### src/rtl/cb_pkg.sv
// Shared register map, status/control bit positions and FSM encodings for
// the matrix-vector co-processor control block.
package cb_pkg;
    localparam logic [15:0] REG_CTRL   = 16'h0000;
    localparam logic [15:0] REG_STATUS = 16'h0004;
    localparam logic [15:0] REG_VI     = 16'h0010;
    localparam logic [15:0] REG_MI     = 16'h0014;
    localparam logic [15:0] REG_VO     = 16'h0018;
    localparam logic [15:0] REG_ROWS   = 16'h0020;
    localparam logic [15:0] REG_COLS   = 16'h0024;

    localparam int CTRL_START = 0;
    localparam int ST_BUSY    = 0;
    localparam int ST_DONE    = 1;
    localparam int ST_ERROR   = 2;

    localparam logic [1:0] RESP_OKAY = 2'b00;

    typedef enum logic [3:0] {
        SEQ_IDLE, SEQ_VI_REQ, SEQ_VI_WAIT, SEQ_MI_REQ, SEQ_MI_WAIT,
        SEQ_MAC_REQ, SEQ_MAC_WAIT, SEQ_VO_REQ, SEQ_VO_WAIT, SEQ_DONE
    } seq_state_t;

    typedef enum logic [1:0] {AW_IDLE, W_DATA, B_RESP} wr_state_t;
    typedef enum logic       {AR_IDLE, R_DATA}         rd_state_t;

    function automatic logic [31:0] apply_strb(input logic [31:0] old,
                                               input logic [31:0] data,
                                               input logic [3:0]  strb);
        logic [31:0] r;
        r = old;
        for (int i = 0; i < 4; i++)
            if (strb[i]) r[8*i +: 8] = data[8*i +: 8];
        return r;
    endfunction
endpackage

### src/rtl/cb_controller_if.sv
// Single-beat AXI4 slave bus used by the host to reach the CSR bank.
interface cb_controller_if #(parameter int ID_W = 5);
    logic [ID_W-1:0] awid;
    logic [31:0]     awaddr;
    logic [7:0]      awlen;
    logic [2:0]      awsize;
    logic [1:0]      awburst;
    logic            awlock;
    logic [3:0]      awcache;
    logic [2:0]      awprot;
    logic            awvalid, awready;
    logic [31:0]     wdata;
    logic [3:0]      wstrb;
    logic            wlast, wvalid, wready;
    logic [ID_W-1:0] bid;
    logic [1:0]      bresp;
    logic            bvalid, bready;
    logic [ID_W-1:0] arid;
    logic [31:0]     araddr;
    logic [7:0]      arlen;
    logic [2:0]      arsize;
    logic [1:0]      arburst;
    logic            arlock;
    logic [3:0]      arcache;
    logic [2:0]      arprot;
    logic            arvalid, arready;
    logic [ID_W-1:0] rid;
    logic [31:0]     rdata;
    logic [1:0]      rresp;
    logic            rlast, rvalid, rready;

    modport master (
        output awid, awaddr, awlen, awsize, awburst, awlock, awcache, awprot, awvalid,
        output wdata, wstrb, wlast, wvalid, bready,
        output arid, araddr, arlen, arsize, arburst, arlock, arcache, arprot, arvalid, rready,
        input  awready, wready, bid, bresp, bvalid, arready, rid, rdata, rresp, rlast, rvalid
    );
    modport slave (
        input  awid, awaddr, awlen, awsize, awburst, awlock, awcache, awprot, awvalid,
        input  wdata, wstrb, wlast, wvalid, bready,
        input  arid, araddr, arlen, arsize, arburst, arlock, arcache, arprot, arvalid, rready,
        output awready, wready, bid, bresp, bvalid, arready, rid, rdata, rresp, rlast, rvalid
    );
endinterface

### src/rtl/cb_axi_csr.sv
// AXI slave write/read FSMs and the CSR file. Config registers are frozen
// while the sequencer is busy; CTRL stays writable.
module cb_axi_csr
    import cb_pkg::*;
#(
    parameter int ID_W = 5
) (
    input  logic        clk,
    input  logic        rst_n,
    cb_controller_if.slave s,
    input  logic        busy,
    input  logic        done,
    input  logic        error,
    output logic        start,
    output logic [31:0] vi_base,
    output logic [31:0] mi_base,
    output logic [31:0] vo_base,
    output logic [31:0] rows,
    output logic [31:0] cols
);
    wr_state_t       wr_state, wr_nx;
    rd_state_t       rd_state, rd_nx;
    logic [15:0]     waddr;
    logic [ID_W-1:0] bid_q, rid_q;
    logic [31:0]     ctrl, rdata_q, rsel, status;
    logic            wr_en;
    logic            unused_ok;

    assign unused_ok = ^{s.awaddr[31:16], s.araddr[31:16], s.awlen, s.awsize, s.awburst,
                         s.awlock, s.awcache, s.awprot, s.arlen, s.arsize, s.arburst,
                         s.arlock, s.arcache, s.arprot, s.wlast};

    assign status  = {29'd0, error, done, busy};
    assign start   = ctrl[CTRL_START];
    assign wr_en   = (wr_state == W_DATA) && s.wvalid;
    assign s.bid   = bid_q;
    assign s.rid   = rid_q;
    assign s.rdata = rdata_q;
    assign s.bresp = RESP_OKAY;
    assign s.rresp = RESP_OKAY;

    always_ff @(posedge clk or negedge rst_n) begin
        if (!rst_n) begin
            wr_state <= AW_IDLE;
            rd_state <= AR_IDLE;
        end else begin
            wr_state <= wr_nx;
            rd_state <= rd_nx;
        end
    end

    // Ready/valid depend only on state, so no valid-to-ready comb path exists.
    always_comb begin
        wr_nx     = wr_state;
        rd_nx     = rd_state;
        s.awready = 1'b0;
        s.wready  = 1'b0;
        s.bvalid  = 1'b0;
        s.arready = 1'b0;
        s.rvalid  = 1'b0;
        s.rlast   = 1'b0;
        case (wr_state)
            AW_IDLE: begin s.awready = 1'b1; if (s.awvalid) wr_nx = W_DATA;  end
            W_DATA:  begin s.wready  = 1'b1; if (s.wvalid)  wr_nx = B_RESP;  end
            B_RESP:  begin s.bvalid  = 1'b1; if (s.bready)  wr_nx = AW_IDLE; end
            default: wr_nx = AW_IDLE;
        endcase
        case (rd_state)
            AR_IDLE: begin s.arready = 1'b1; if (s.arvalid) rd_nx = R_DATA; end
            R_DATA: begin
                s.rvalid = 1'b1;
                s.rlast  = 1'b1;
                if (s.rready) rd_nx = AR_IDLE;
            end
            default: rd_nx = AR_IDLE;
        endcase
    end

    always_comb begin
        rsel = '0;
        case (s.araddr[15:0])
            REG_CTRL:   rsel = ctrl;
            REG_STATUS: rsel = status;
            REG_VI:     rsel = vi_base;
            REG_MI:     rsel = mi_base;
            REG_VO:     rsel = vo_base;
            REG_ROWS:   rsel = rows;
            REG_COLS:   rsel = cols;
            default:    rsel = '0;
        endcase
    end

    always_ff @(posedge clk or negedge rst_n) begin
        if (!rst_n) begin
            waddr   <= '0;
            bid_q   <= '0;
            rid_q   <= '0;
            rdata_q <= '0;
            ctrl    <= '0;
            vi_base <= '0;
            mi_base <= '0;
            vo_base <= '0;
            rows    <= '0;
            cols    <= '0;
        end else begin
            if (wr_state == AW_IDLE && s.awvalid) begin
                waddr <= s.awaddr[15:0];
                bid_q <= s.awid;
            end
            if (rd_state == AR_IDLE && s.arvalid) begin
                rdata_q <= rsel;
                rid_q   <= s.arid;
            end
            if (wr_en) begin
                case (waddr)
                    REG_CTRL: ctrl    <= apply_strb(ctrl, s.wdata, s.wstrb);
                    REG_VI:   if (!busy) vi_base <= apply_strb(vi_base, s.wdata, s.wstrb);
                    REG_MI:   if (!busy) mi_base <= apply_strb(mi_base, s.wdata, s.wstrb);
                    REG_VO:   if (!busy) vo_base <= apply_strb(vo_base, s.wdata, s.wstrb);
                    REG_ROWS: if (!busy) rows    <= apply_strb(rows, s.wdata, s.wstrb);
                    REG_COLS: if (!busy) cols    <= apply_strb(cols, s.wdata, s.wstrb);
                    default: ;
                endcase
            end
        end
    end
endmodule

### src/rtl/cb_controller.sv
// Control block top: CSR bank plus the load-vector / load-matrix / MAC /
// store-vector sequencer driving the DMA engine and MAC array.
module cb_controller
    import cb_pkg::*;
#(
    parameter int ID_W       = 5,
    parameter int ELEM_BYTES = 4
) (
    input  logic        clk,
    input  logic        rst_n,
    cb_controller_if.slave s,
    output logic        dma_start,
    output logic [31:0] dma_addr,
    output logic [31:0] dma_len,
    output logic        dma_dir,
    input  logic        dma_done,
    input  logic        dma_error,
    output logic        mac_start,
    input  logic        mac_done,
    input  logic        mac_error
);
    localparam logic [31:0] EB = 32'(ELEM_BYTES);

    seq_state_t  state, state_nx;
    logic        start, busy, done, error, fail, in_wait;
    logic [31:0] vi_base, mi_base, vo_base, rows, cols;

    cb_axi_csr #(.ID_W(ID_W)) u_csr (
        .clk(clk), .rst_n(rst_n), .s(s),
        .busy(busy), .done(done), .error(error), .start(start),
        .vi_base(vi_base), .mi_base(mi_base), .vo_base(vo_base),
        .rows(rows), .cols(cols)
    );

    assign fail    = dma_error || mac_error;
    assign in_wait = (state == SEQ_VI_WAIT) || (state == SEQ_MI_WAIT) ||
                     (state == SEQ_MAC_WAIT) || (state == SEQ_VO_WAIT);

    always_comb begin
        state_nx  = state;
        dma_start = 1'b0;
        mac_start = 1'b0;
        busy      = 1'b1;
        case (state)
            SEQ_IDLE:     begin busy = 1'b0; if (start) state_nx = SEQ_VI_REQ; end
            SEQ_VI_REQ:   begin dma_start = 1'b1; state_nx = SEQ_VI_WAIT; end
            SEQ_VI_WAIT:  if (fail) state_nx = SEQ_DONE; else if (dma_done) state_nx = SEQ_MI_REQ;
            SEQ_MI_REQ:   begin dma_start = 1'b1; state_nx = SEQ_MI_WAIT; end
            SEQ_MI_WAIT:  if (fail) state_nx = SEQ_DONE; else if (dma_done) state_nx = SEQ_MAC_REQ;
            SEQ_MAC_REQ:  begin mac_start = 1'b1; state_nx = SEQ_MAC_WAIT; end
            SEQ_MAC_WAIT: if (fail) state_nx = SEQ_DONE; else if (mac_done) state_nx = SEQ_VO_REQ;
            SEQ_VO_REQ:   begin dma_start = 1'b1; state_nx = SEQ_VO_WAIT; end
            SEQ_VO_WAIT:  if (fail) state_nx = SEQ_DONE; else if (dma_done) state_nx = SEQ_DONE;
            // Leave only once start is low so a start bit left set never retriggers.
            SEQ_DONE:     begin busy = 1'b0; if (!start) state_nx = SEQ_IDLE; end
            default:      state_nx = SEQ_IDLE;
        endcase
    end

    always_ff @(posedge clk or negedge rst_n) begin
        if (!rst_n) begin
            state    <= SEQ_IDLE;
            done     <= 1'b0;
            error    <= 1'b0;
            dma_addr <= '0;
            dma_len  <= '0;
            dma_dir  <= 1'b0;
        end else begin
            state <= state_nx;
            if (state == SEQ_IDLE && state_nx == SEQ_VI_REQ) begin
                done  <= 1'b0;
                error <= 1'b0;
            end
            if (state != SEQ_DONE && state_nx == SEQ_DONE) done <= 1'b1;
            if (in_wait && fail) error <= 1'b1;
            // Descriptor is loaded on entry to a REQ state and held until the next one.
            case (state_nx)
                SEQ_VI_REQ: begin dma_addr <= vi_base; dma_len <= cols * EB;        dma_dir <= 1'b0; end
                SEQ_MI_REQ: begin dma_addr <= mi_base; dma_len <= rows * cols * EB; dma_dir <= 1'b0; end
                SEQ_VO_REQ: begin dma_addr <= vo_base; dma_len <= rows * EB;        dma_dir <= 1'b1; end
                default: ;
            endcase
        end
    end
endmodule

### src/flat_wrapper.sv
// flat-port wrapper written by rule: the top's interface ports become plain ports
module cb_controller_flat import cb_pkg::*;
#(
    parameter int ID_W       = 5,
    parameter int ELEM_BYTES = 4
)
  (clk, rst_n, dma_start, dma_addr, dma_len, dma_dir, dma_done, dma_error, mac_start, mac_done, mac_error, s_awid, s_awaddr, s_awlen, s_awsize, s_awburst, s_awlock, s_awcache, s_awprot, s_awvalid, s_wdata, s_wstrb, s_wlast, s_wvalid, s_bready, s_arid, s_araddr, s_arlen, s_arsize, s_arburst, s_arlock, s_arcache, s_arprot, s_arvalid, s_rready, s_awready, s_wready, s_bid, s_bresp, s_bvalid, s_arready, s_rid, s_rdata, s_rresp, s_rlast, s_rvalid);
  cb_controller_if #(.ID_W(ID_W)) s_i ();
  input  logic clk;
  input  logic rst_n;
  output logic dma_start;
  output logic [31:0] dma_addr;
  output logic [31:0] dma_len;
  output logic dma_dir;
  input  logic dma_done;
  input  logic dma_error;
  output logic mac_start;
  input  logic mac_done;
  input  logic mac_error;
  input wire logic [$bits(s_i.awid)-1:0] s_awid;
  input wire logic [$bits(s_i.awaddr)-1:0] s_awaddr;
  input wire logic [$bits(s_i.awlen)-1:0] s_awlen;
  input wire logic [$bits(s_i.awsize)-1:0] s_awsize;
  input wire logic [$bits(s_i.awburst)-1:0] s_awburst;
  input wire logic [$bits(s_i.awlock)-1:0] s_awlock;
  input wire logic [$bits(s_i.awcache)-1:0] s_awcache;
  input wire logic [$bits(s_i.awprot)-1:0] s_awprot;
  input wire logic [$bits(s_i.awvalid)-1:0] s_awvalid;
  input wire logic [$bits(s_i.wdata)-1:0] s_wdata;
  input wire logic [$bits(s_i.wstrb)-1:0] s_wstrb;
  input wire logic [$bits(s_i.wlast)-1:0] s_wlast;
  input wire logic [$bits(s_i.wvalid)-1:0] s_wvalid;
  input wire logic [$bits(s_i.bready)-1:0] s_bready;
  input wire logic [$bits(s_i.arid)-1:0] s_arid;
  input wire logic [$bits(s_i.araddr)-1:0] s_araddr;
  input wire logic [$bits(s_i.arlen)-1:0] s_arlen;
  input wire logic [$bits(s_i.arsize)-1:0] s_arsize;
  input wire logic [$bits(s_i.arburst)-1:0] s_arburst;
  input wire logic [$bits(s_i.arlock)-1:0] s_arlock;
  input wire logic [$bits(s_i.arcache)-1:0] s_arcache;
  input wire logic [$bits(s_i.arprot)-1:0] s_arprot;
  input wire logic [$bits(s_i.arvalid)-1:0] s_arvalid;
  input wire logic [$bits(s_i.rready)-1:0] s_rready;
  output wire logic [$bits(s_i.awready)-1:0] s_awready;
  output wire logic [$bits(s_i.wready)-1:0] s_wready;
  output wire logic [$bits(s_i.bid)-1:0] s_bid;
  output wire logic [$bits(s_i.bresp)-1:0] s_bresp;
  output wire logic [$bits(s_i.bvalid)-1:0] s_bvalid;
  output wire logic [$bits(s_i.arready)-1:0] s_arready;
  output wire logic [$bits(s_i.rid)-1:0] s_rid;
  output wire logic [$bits(s_i.rdata)-1:0] s_rdata;
  output wire logic [$bits(s_i.rresp)-1:0] s_rresp;
  output wire logic [$bits(s_i.rlast)-1:0] s_rlast;
  output wire logic [$bits(s_i.rvalid)-1:0] s_rvalid;
  assign s_i.awid = s_awid;
  assign s_i.awaddr = s_awaddr;
  assign s_i.awlen = s_awlen;
  assign s_i.awsize = s_awsize;
  assign s_i.awburst = s_awburst;
  assign s_i.awlock = s_awlock;
  assign s_i.awcache = s_awcache;
  assign s_i.awprot = s_awprot;
  assign s_i.awvalid = s_awvalid;
  assign s_i.wdata = s_wdata;
  assign s_i.wstrb = s_wstrb;
  assign s_i.wlast = s_wlast;
  assign s_i.wvalid = s_wvalid;
  assign s_i.bready = s_bready;
  assign s_i.arid = s_arid;
  assign s_i.araddr = s_araddr;
  assign s_i.arlen = s_arlen;
  assign s_i.arsize = s_arsize;
  assign s_i.arburst = s_arburst;
  assign s_i.arlock = s_arlock;
  assign s_i.arcache = s_arcache;
  assign s_i.arprot = s_arprot;
  assign s_i.arvalid = s_arvalid;
  assign s_i.rready = s_rready;
  assign s_awready = s_i.awready;
  assign s_wready = s_i.wready;
  assign s_bid = s_i.bid;
  assign s_bresp = s_i.bresp;
  assign s_bvalid = s_i.bvalid;
  assign s_arready = s_i.arready;
  assign s_rid = s_i.rid;
  assign s_rdata = s_i.rdata;
  assign s_rresp = s_i.rresp;
  assign s_rlast = s_i.rlast;
  assign s_rvalid = s_i.rvalid;
  cb_controller #(.ID_W(ID_W), .ELEM_BYTES(ELEM_BYTES)) u_core (.clk(clk), .rst_n(rst_n), .s(s_i), .dma_start(dma_start), .dma_addr(dma_addr), .dma_len(dma_len), .dma_dir(dma_dir), .dma_done(dma_done), .dma_error(dma_error), .mac_start(mac_start), .mac_done(mac_done), .mac_error(mac_error));
endmodule
### config.mk
export PLATFORM = sky130hd
export DESIGN_NAME = cb_controller_flat
export DESIGN_NICKNAME = d
export VERILOG_FILES = /design/src/rtl/cb_pkg.sv /design/src/rtl/cb_controller_if.sv /design/src/rtl/cb_axi_csr.sv /design/src/rtl/cb_controller.sv /design/src/flat_wrapper.sv
export SDC_FILE = /design/constraint.sdc
export NUM_CORES = 2
export LEC_CHECK = 0
export CAP_MARGIN = 20
export CORE_MARGIN = 2
export CORE_UTILIZATION = 40
export DETAILED_ROUTE_END_ITERATION = 10
export GPL_ROUTABILITY_DRIVEN = 0
export HOLD_SLACK_MARGIN = 0.06
export PLACE_DENSITY = 0.57
export SETUP_SLACK_MARGIN = 0.3
export SYNTH_ARGS = -nofsm -noshare
export SYNTH_HDL_FRONTEND = slang
export SYNTH_HIERARCHICAL = 1
export SYNTH_SLANG_ARGS = --single-unit
### constraint.sdc
create_clock -name clk -period 23.2 [get_ports clk]
set_input_delay 6.96 -clock clk [delete_from_list [all_inputs] [get_ports clk]]
set_output_delay 6.96 -clock clk [all_outputs]
set_load 0.02 [all_outputs]
======== After elaboration in Yosys (flattened, before gate mapping) ========
Cells that the tools add are included.
storage, ports and cells
  bits in latches ......................... 0
  word-level logic and storage cells ...... 147
  input port bits ......................... 164
  RAM bits ................................ 0
  ROM bits ................................ 0
  flip-flop bits (word level) ............. 324
  output and inout bits ................... 119
  memories kept ........................... 0
cells by class
  shifts and indexed selects .............. 0
  add/sub/neg operators ................... 0
  order comparisons ....................... 0
  reductions and logical operators ........ 46
  $mul .................................... 1
  bitwise logic cells ..................... 1
  div/mod/pow operators ................... 0
  muxes and demuxes ....................... 33
  equality and inequality tests ........... 30
operators by type and width
  kind                 number
  $pmux 32 s7          1
  $pmux 32 s3          2
  $eq 16x5->1 const B  6
  $reduce_and 4->1     20
  $eq 16x6->1 const B  4
  $mux 4               10
  $pmux 4 s10          1
  $logic_not 16->1     2
  $mul 32x32->30       1
  $eq 4x3->1 const B   5
  $eq 16x3->1 const B  1
  $reduce_and 3->1     5
  $mux 1               13
  $eq 4x2->1 const B   3
  $eq 4x4->1 const B   3
  $eq 4x1->1 const B   2
  $logic_and 1x1->1    6
  $mux 2               3
  $ne 2x2->1 const B   3
  $pmux 2 s3           1
  $reduce_bool 2->1    3
  $logic_not 4->1      1
  $logic_or 1x1->1     4
  $ne 4x4->1 const B   1
  8 further kinds      10

======== Depth between registers and ports, before layout ========
  word-level depth ........................ 7
  gate-level depth with buffers ........... 29
  gate-level depth less buffers ........... 27

======== Cells and area by module ========
The synthesis kept the hierarchy.
modules (own cells, without submodules)
  module         seq. area each (µm²)  cells an instance  area each (µm²)  times used
  cb_controller  1726.7                2076               17914.7          1
  cb_axi_csr     6331.1                797                10986.8          1

======== Worst setup path before layout ========
Ideal clock, no wire load.
  path kind ............................... input -> register
  start ................................... input port mac_error
  end ..................................... register u_core.dma_len[20]
  data required time ...................... 23113 ps
  stages on the path ...................... 8
  slack ................................... 14770 ps
  arrival time ............................ 8343 ps
  cell sequence ........................... nor2_1 > nand3_1 > a21o_1 > inv_1 > clkbuf_1 > clkbuf_1 > a21oi_1 > a22oi_1
between the ends
  longest elaborated chain between the ends .. 5
ends and longest elaborated chain
  item                                              line                 text
  from (decl)                                       flat_wrapper.sv:19   input logic mac_error;
  $logic_or 1x1->1 (*)                              cb_controller.sv:35  assign fail = dma_error || mac_error;
  $mux 4, on equally long branches                  -
  $pmux 4 s10 (*)                                   cb_controller.sv:44  case (state)
  $eq 4x3->1, or another cell as far along          cb_controller.sv:77  case (state_nx)
  $pmux 32 s3 or $reduce_bool 3->1 (tied branches)  -
  to (signal assigned)                              cb_controller.sv:78  SEQ_VI_REQ: begin dma_addr <= vi_base; dma_len <= cols * EB; dma_dir <= 1'b0; end
  to (signal assigned)                              cb_controller.sv:79  SEQ_MI_REQ: begin dma_addr <= mi_base; dma_len <= rows * cols * EB; dma_dir <= 1'b0; end
  to (signal assigned)                              cb_controller.sv:80  SEQ_VO_REQ: begin dma_addr <= vo_base; dma_len <= rows * EB; dma_dir <= 1'b1; end
  to (decl)                                         cb_controller.sv:14  output logic [31:0] dma_len,
Every way passes the cells marked *; elsewhere a longest branch is shown, timed or not. The select of a mux whose other input is x is not followed.
A chain may end at the register's enable or synchronous reset.

======== Worst setup path in the final report ========
  start ................................... input port s_araddr[4]
  end ..................................... register u_core.u_csr.rdata_q[18] (netlist: u_core/u_csr/s.rdata[18])
between the ends
  longest elaborated chain between the ends .. 2
ends and longest elaborated chain
  item                                       line                text
  from (decl)                                flat_wrapper.sv:35  input wire logic [$bits(s_i.araddr)-1:0] s_araddr;
  $eq 16x6->1, or another cell as far along  cb_axi_csr.sv:81    case (s.araddr[15:0])
  $pmux 32 s7 (*)                            cb_axi_csr.sv:81
  to (signal assigned)                       cb_axi_csr.sv:111   rdata_q <= rsel;
  to (decl)                                  cb_axi_csr.sv:25    logic [31:0] ctrl, rdata_q, rsel, status;
Every way passes the cells marked *; elsewhere a longest branch is shown, timed or not.

==> out/results.ini <==
[cells_and_area]
drive_gt1_share_pct=13.0
layout_common_cells=nand2_1 (400), inv_1 (397), fa_1 (353), dfrtp_1 (321), and2_1 (287)
multi_input_area_mm2=0.0187
layout_commonest_cell=nand2_1
final.fill_count=6707
fin_nets=3637
seq_area_mm2=0.00806
area_growth_pct=15.0

[synthesis]
ys_warn_count=6
ys_types=77
syn-cell-area_mm2=0.0289
synth_edf_count=0
synth-main-ff-cell=dfrtp_1
synth_top_area_share_pct=27.9
ys_seq_area_share_pct=27.9
synth.area.top_cells=dfrtp_1 (28%), fa_1 (24%), mux2_2 (8.6%), and2_1 (6.2%), nand2_1 (5.2%)
synth-async-reset-ratio_pct=100
syn_avg_cell_area_um2=10.1
ys_ff_latch=322
synth_top_area_cell=dfrtp_1
syn_inst=2873

[clock_network]
clock-sinks=322
cts_root_buf=clkbuf_16
cts.clk_slew.worst_paths_ns=0.06
postCtsSetupBuffers=0
cts_buffers=40
insertion_delay_ns=0.58
htreeDepth=2
clk_path_buf_depth=3
cts_tree=done
hold_buffers=0
cts_resized=0

[timing]
rsz0062_at_grt=no
period_share_pct=43.4
hold-worst-slack_ns=0.492
fin_skew_ns=0.0323
fin_crit_ns=10.07
slew_headroom_pct=31.2
slew_viol_final=0
setup_violations=0
worst_slew_pin_slew_ns=1.03
timing.setup.tns_ns=0
fmax_mhz=99.3
hold_viol=0

[critical_path]
start_kind=input port
worstPathRequired_ns=23.71
r2r-start=u_core/u_csr/cols[4]
crit_arrival_ns=10.58
worstSetupPathType=in -> reg
r2r_end=u_core/dma_len[31]
end_kind=register
ff2ff_path_depth=26
path_max_fanout=23
crit_path_start=s_araddr[4]
crit_end=u_core/u_csr/s.rdata[18]
r2r_slack_ns=14.98

[drt]
post_drt_wl_per_cell_um=23.4
wl_mm=93.4
vias=22100
drt-initial-drc-count=1643
vias_per_cell=5.53
ant_nets=0
dr.pass1.iters=5
drcViolationCount=0

[floorplanning]
die_area_mm2=0.0744
initial_core_util_pct=40.4
core_mm2=0.0715
rows=98
fp.dieW_um=273
die_h_um=273
io_pins=283

[global_route]
antenna_found_initial=4
groute.usage.overall_pct=25.7
grt_pass1_wl_mm=145
overflow=0
grt_pass1_vias=24200
grt_max_degree=118

[run_status]
outcome=finished clean

[hold_path]
hold_path_class=reg -> reg

[placed_design]
hpwlAfterDp_mm=66.7
port_buffers=201

[pwr]
ir_worst_vdd_uv=62.6
total_leakage_power_nw=15.7
power_density_mw_per_mm2=55.1

[run]
drv_cap=0

cell families after synthesis:
group,after synthesis,share of synthesized area (%)
AOI/OAI and AO/OA,345,8.17
buffers and inverters,561,7.52
DFF,322,27.9
other,2,0.0260
xor gates and xnor gates,72,2.26
and+or+nand+nor,874,15.8
muxes,229,8.89
adders and majority gates,468,29.4
area by class of cell:
class | count | share of cell area [%]
diodes | 7 | 0.0527
clock inverters | 21 | 0.693
well taps | 950 | 3.58
repair buffers | 249 | 7.15
inverters | 398 | 4.50
flip-flops and latches | 322 | 24.3
clock buffers | 53 | 3.37
multi-input cells | 1994 | 56.4
synthesized netlist by cell type, types with 3 or more instances:
cell type	n
nor2_4	14
fa_1	353
a21o_1	15
a22oi_1	66
a221oi_1	37
nand2_1	401
nor2b_1	7
a211oi_1	9
and2_1	287
and4_1	5
ha_1	115
nor4_1	6
clkbuf_1	133
o221ai_1	3
dfrtp_1	322
a31oi_1	45
inv_1	398
buf_2	10
o21ai_1	29
nand3_1	12
nor3_1	15
a211o_1	4
o31ai_1	3
a21oi_1	37
and3_1	39
or3_1	9
nand2_2	3
o211ai_1	3
nand4_1	5
o21ai_0	26
nand3b_4	4
o22ai_1	42
mux2i_1	8
nor4_2	3
xnor2_1	57
nor2_1	35
buf_4	12
nor2_2	6
buf_1	5
nor4b_1	3
a32o_1	4
mux2_2	221
nand2b_1	3
xor2_1	13
o21a_1	5
registers in the layout (all words and copies together), names as in the netlist, 16 cells and up:
register / cells
u_core/u_csr/waddr: 16
u_core/u_csr/s.rdata: 32
u_core/u_csr/vo_base: 32
u_core/u_csr/rows: 32
u_core/dma_len: 30
u_core/u_csr/ctrl: 32
u_core/u_csr/cols: 32
u_core/u_csr/vi_base: 32
u_core/dma_addr: 32
u_core/u_csr/mi_base: 32
routing by layer:
| layer | global-route usage [%] | wire (um) |
|---|---|---|
| met2 | 42.0 | 43900 |
| met5 | 0 | 0 |
| met3 | 3.83 | 6320 |
| met4 | 9.59 | 3530 |
| met1 | 34.5 | 39700 |
metrics by stage:
stage / setup slack [ns] / area [um^2] / power (mW) / utilization (%) / instances
after floorplan: 14.77 / 28900 / 0.948 / - / 2877
after global placement: 12.76 / 31900 / 1.19 / 44.6 / 3913
after detailed placement: 12.67 / 31900 / 1.20 / 44.6 / 3913
after CTS: 13.28 / 33200 / 1.85 / 46.5 / 3987
after global routing: 13.04 / 33200 / 1.91 / 46.5 / 3990
final: 13.13 / 33200 / 1.83 / 46.5 / 3994
worst max-delay path, stage by stage:
cell and delay (ns):
clkdlybuf4s50_1 0.66, nor4b_4 0.27, buf_4 0.41, nand3_1 0.81
nor2_1 0.60, buf_4 0.42, a221oi_1 0.22, o21ai_1 0.20
report_power, final:
group          switching [mW]  internal, mW  leakage (nW)
Clock                   0.273         0.370         0.673
Combinational           0.253         0.212          10.8
Sequential             0.0794         0.643          4.30
worst min path at each step:
stage                                   from                       end  slack [ns]  depth (start not counted)
floorplan                        u_core/done               u_core/done        0.47                          1
global placement    u_core/u_csr/s.rdata[16]  u_core/u_csr/s.rdata[16]        0.48                          2
detailed placement  u_core/u_csr/s.rdata[15]  u_core/u_csr/s.rdata[15]        0.48                          2
CTS                  u_core/u_csr/s.rdata[6]   u_core/u_csr/s.rdata[6]        0.50                          2
global route           u_core/u_csr/ctrl[26]     u_core/u_csr/ctrl[26]        0.52                          1
finish               u_core/u_csr/s.rdata[3]   u_core/u_csr/s.rdata[3]        0.49                          2
Power figures use the tool's default switching activity.
